<file path="config.mk">
export PLATFORM = sky130hd
export DESIGN_NAME = serial_ripple_adder
export DESIGN_NICKNAME = d
export VERILOG_FILES = /design/src/rtl/serial_ripple_adder.sv
export SDC_FILE = /design/constraint.sdc
export NUM_CORES = 1
export LEC_CHECK = 0
export CORE_AREA = 10 10 79 81
export DETAILED_ROUTE_END_ITERATION = 7
export DIE_AREA = 0 0 89 91
export PLACE_DENSITY = 0.79
export RECOVER_POWER = 100
export SYNTH_ARGS = -nofsm -noshare
export SYNTH_HDL_FRONTEND = slang
export SYNTH_SLANG_ARGS = --single-unit
</file>
<file path="constraint.sdc">
create_clock -name clk -period 5.4 [get_ports clk]
set_clock_uncertainty 0.1 [all_clocks]
set_input_delay 1.35 -clock clk [delete_from_list [all_inputs] [get_ports clk]]
set_output_delay 1.35 -clock clk [all_outputs]
set_load 0.005 [all_outputs]
</file>
<file path="src/rtl/serial_ripple_adder.sv">
// Digit-serial ripple-carry adder: one DIGIT_WIDTH slice per clock with a registered carry.
// Latency N+1 cycles from accept to dout_vld; din_rd only when idle, result held until dout_rd.
module serial_ripple_adder #(
    parameter int DATA_WIDTH  = 16,
    parameter int DIGIT_WIDTH = 4
) (
    input  logic                  clk,
    input  logic                  rst,
    input  logic [DATA_WIDTH-1:0] din_a,
    input  logic [DATA_WIDTH-1:0] din_b,
    input  logic                  din_ci,
    input  logic                  din_vld,
    output logic                  din_rd,
    output logic [DATA_WIDTH-1:0] dout_s,
    output logic                  dout_co,
    output logic                  dout_vld,
    input  logic                  dout_rd
);

    localparam int N  = DATA_WIDTH / DIGIT_WIDTH;
    localparam int CW = (N > 1) ? $clog2(N) : 1;

    generate
        if ((DATA_WIDTH % DIGIT_WIDTH) != 0) begin : g_bad_digit
            $error("DIGIT_WIDTH must divide DATA_WIDTH");
        end
    endgenerate

    typedef enum logic [1:0] {
        IDLE = 2'd0,
        BUSY = 2'd1,
        DONE = 2'd2
    } state_t;

    state_t                state_q;
    state_t                state_nxt;
    logic [DATA_WIDTH-1:0] a_q;
    logic [DATA_WIDTH-1:0] b_q;
    logic [DATA_WIDTH-1:0] sum_q;
    logic                  carry_q;
    logic                  co_q;
    logic [CW-1:0]         cnt_q;
    logic [DIGIT_WIDTH:0]  digit_sum;
    logic                  last_step;
    logic                  accept;

    // One extra bit on the digit adder captures the carry into the next slice.
    always_comb begin
        digit_sum = {1'b0, a_q[cnt_q*DIGIT_WIDTH +: DIGIT_WIDTH]}
                  + {1'b0, b_q[cnt_q*DIGIT_WIDTH +: DIGIT_WIDTH]}
                  + {{DIGIT_WIDTH{1'b0}}, carry_q};
    end

    assign last_step = (cnt_q == CW'(N - 1));
    assign accept    = din_vld && din_rd;

    always_comb begin
        state_nxt = state_q;
        din_rd    = 1'b0;
        dout_vld  = 1'b0;
        case (state_q)
            IDLE: begin
                din_rd = !rst;
                if (din_vld && !rst) begin
                    state_nxt = BUSY;
                end
            end
            BUSY: begin
                if (last_step) begin
                    state_nxt = DONE;
                end
            end
            DONE: begin
                dout_vld = 1'b1;
                if (dout_rd) begin
                    state_nxt = IDLE;
                end
            end
            default: state_nxt = IDLE;
        endcase
    end

    always_ff @(posedge clk) begin
        if (rst) begin
            state_q <= IDLE;
            a_q     <= '0;
            b_q     <= '0;
            sum_q   <= '0;
            carry_q <= 1'b0;
            co_q    <= 1'b0;
            cnt_q   <= '0;
        end else begin
            state_q <= state_nxt;
            if (accept) begin
                a_q     <= din_a;
                b_q     <= din_b;
                carry_q <= din_ci;
                cnt_q   <= '0;
            end else if (state_q == BUSY) begin
                sum_q[cnt_q*DIGIT_WIDTH +: DIGIT_WIDTH] <= digit_sum[DIGIT_WIDTH-1:0];
                carry_q <= digit_sum[DIGIT_WIDTH];
                cnt_q   <= cnt_q + CW'(1);
                if (last_step) begin
                    co_q <= digit_sum[DIGIT_WIDTH];
                end
            end
        end
    end

    assign dout_s  = sum_q;
    assign dout_co = co_q;

endmodule

</file>
==> metrics.txt <==
post-cts sizing count 0; Most Crowded Layer GR met2; Chip Height 91 microns; DRC viols 0; # IOs 56; Fmax 273 MHz; H-tree depth 2; total placed instance area 2940 sq um; Area Growth Syn to Fin 22.1%; Final period util 67.9%; Multi-input gate area 1210 sq um; Tightest Pin Transition 2.43 ns; initial antenna violation count 0; wire per inst 14.9 microns; sequential fraction of the synthesis area 43.9%; postcts setup bufs 0; Pre-antenna DRT Iters 4; Mapped Nets 308; Final setup viols 0; CP max stage delay 1.76 ns; critical path data required time 5.51 ns; met2 Usage GRT 22.9%; synth top area cells dfxtp_1 (44%), nand2_1 (11%), mux4_2 (7.3%), a21oi_1 (6.1%), ha_1 (4.6%); kind of critical path input port to flip-flop; CTS clock-pin slew for the worst setup and hold paths 0.09 ns; Post-synth EDFFs 0; vias per cell 5.36; post-route ant nets 0; CTS Sinks 54; Critical Path Sink Type flip-flop; PD cells 252 nW/um^2; Slew headroom -62.2%; max-slew violation count 55; final hold violations 0; share of the synthesized area in the top cell type 43.9%; fillers 432; WP data arrival 3.77 ns; row count 25; Async S/R FF share, synth 0%; Cell Chain, Critical Path clkbuf_1, clkbuf_1, a2111oi_0, a21o_1; hold_buf cts 0; layout cells sized above 1 9.74%; Root Driver clkbuf_8; Worst path slowest cell clkbuf_1; first-pass GRT wire length 8850 microns; vias in the first global route 1951; HPWL Detailed 3900 microns; Synth cell types 34; worst hold path type flip-flop to flip-flop; RSZ-0062 raised after global routing no; CP most frequent cell clkbuf_1; Skew-Pair Late Insertion Delay 0.30 ns; Yosys reg bits 54; gr usage total 13.4%; Leakage 1.17 nW; syn avg cell area 9.48 sq um; synthesized instance count 260; Final GP Congestion 0.804; GRT overflow 0; Mapped Area 2460 sq um; CP Max Fanout 54; die width 89 microns; top_reg_cell synth dfxtp_1; clock tree buffer depth 2; outcome complete, but fails checks; nature of the critical path startpoint input port; nets 355; die area 8100 sq um; setup TNS 0 ns; biggest area consumer among synthesized cells dfxtp_1; Antenna diodes 0; max cap viols 1; violated checks max-capacitance violations, max-slew violations; Max IR drop VDD 0.140 mV; reg2reg path depth 7; largest net degree at the start of global routing 55; DR iter-0 viols 90; CORE AREA 4660 sq um; CTS buffer count 5; Initial Util 52.9%; met1 Use GR 15.3%; Min-Delay Path Depth 2; CTS tree built; post-route cell area 3010 sq um; Tmin final 3.67 ns; M3 GR Usage 4.20%; Register Area 1080 sq um; via count 1939; I/O Buffers 55; Yosys warning count 0; total wire length 5400 microns
cells by family after synthesis:
kind of cell	after synthesis	synth area share, %
AND/OR/NAND/NOR	107	19.2
XOR/XNOR	2	0.711
adder cells (fa/ha/maj)	11	6.20
multiplexers	8	7.31
buffers and inverters	19	6.30
flip-flops	54	43.9
AO/OA/AOI/OAI	59	16.4
layer usage:
layer | wire (microns) | part of all wire [%] | vias up
li1 | - | - | 991
met1 | 2380 | 44 | 897
met2 | 2630 | 49 | 42
met3 | 291 | 5.4 | 9
met4 | 89 | 1.6 | 0
met5 | 0 | 0 | -
registers in the layout, indices dropped and copies added (netlist names):
| name | cells |
|---|---|
| b_q | 16 |
| carry_q | 1 |
| cnt_q | 2 |
| dout_co | 1 |
| a_q | 16 |
| state_q | 2 |
| dout_s | 16 |
where the power goes:
group          switching (W)  leakage [nW]  total, W  internal, W
Clock               0.000122        0.0482  0.000225     0.000104
Combinational      0.0000511         0.682  0.000106    0.0000553
Sequential         0.0000142         0.439  0.000426     0.000412
Total               0.000187          1.17  0.000758     0.000571
per-stage QoR:
stage / hold slack (ns) / total power (W) / instances / setup slack (ns) / utilization (%)
after CTS: 0.358 / 0.000768 / 362 / 1.78 / 65.0
after detailed placement: 0.345 / 0.000545 / 354 / 1.79 / 63.1
after floorplan: 0.333 / 0.000507 / 260 / 2.31 / -
final: 0.358 / 0.000758 / 362 / 1.73 / 64.5
after global routing: 0.383 / 0.000793 / 362 / 1.46 / 64.5
after global placement: 0.340 / 0.000542 / 354 / 1.78 / 63.1
final timing paths:
kind	start	end	slack, ns
setup / recovery	rst	carry_q	1.73
hold / removal	b_q[9]	b_q[9]	0.36
setup reg to reg	cnt_q[0]	carry_q	1.98
hold reg to reg	b_q[9]	b_q[9]	0.36
cell usage in the layout, fill, tap and decap left out, types with 3 or more instances in the layout:
cell type and instances:
inv_1 3, dfxtp_1 54, dlygate4sd3_1 19, nand3_1 3
clkbuf_1 3, clkbuf_8 6, nand2_1 73, a21o_1 3
mux4_2 8, nor2_1 18, a21oi_1 30, a22oi_1 13
clkdlybuf4s50_1 35, a21oi_2 7, ha_1 9
cell usage after synthesis, drive strengths merged (3+ instances only):
cell type  count
ha             9
buf           10
inv            3
nor3           3
nand2         73
dfxtp         54
a22oi         13
nor2          18
nand3          3
a21oi         37
clkbuf         6
a21o           3
mux4           8
critical path, delay by kind of cell:
family,cells,cell delay [ns]
buf+inv,2,1.90
compound gates,2,0.51
area by class of cell:
type	instances	share of cell area, %
multi-input cells	187	40.2
flip-flops and latches	54	35.9
repair buffers	56	18.2
clock buffers	7	2.87
well taps	54	2.25
clock inverters	1	0.166
inverters	3	0.374
(Power assumes the default switching activity.)
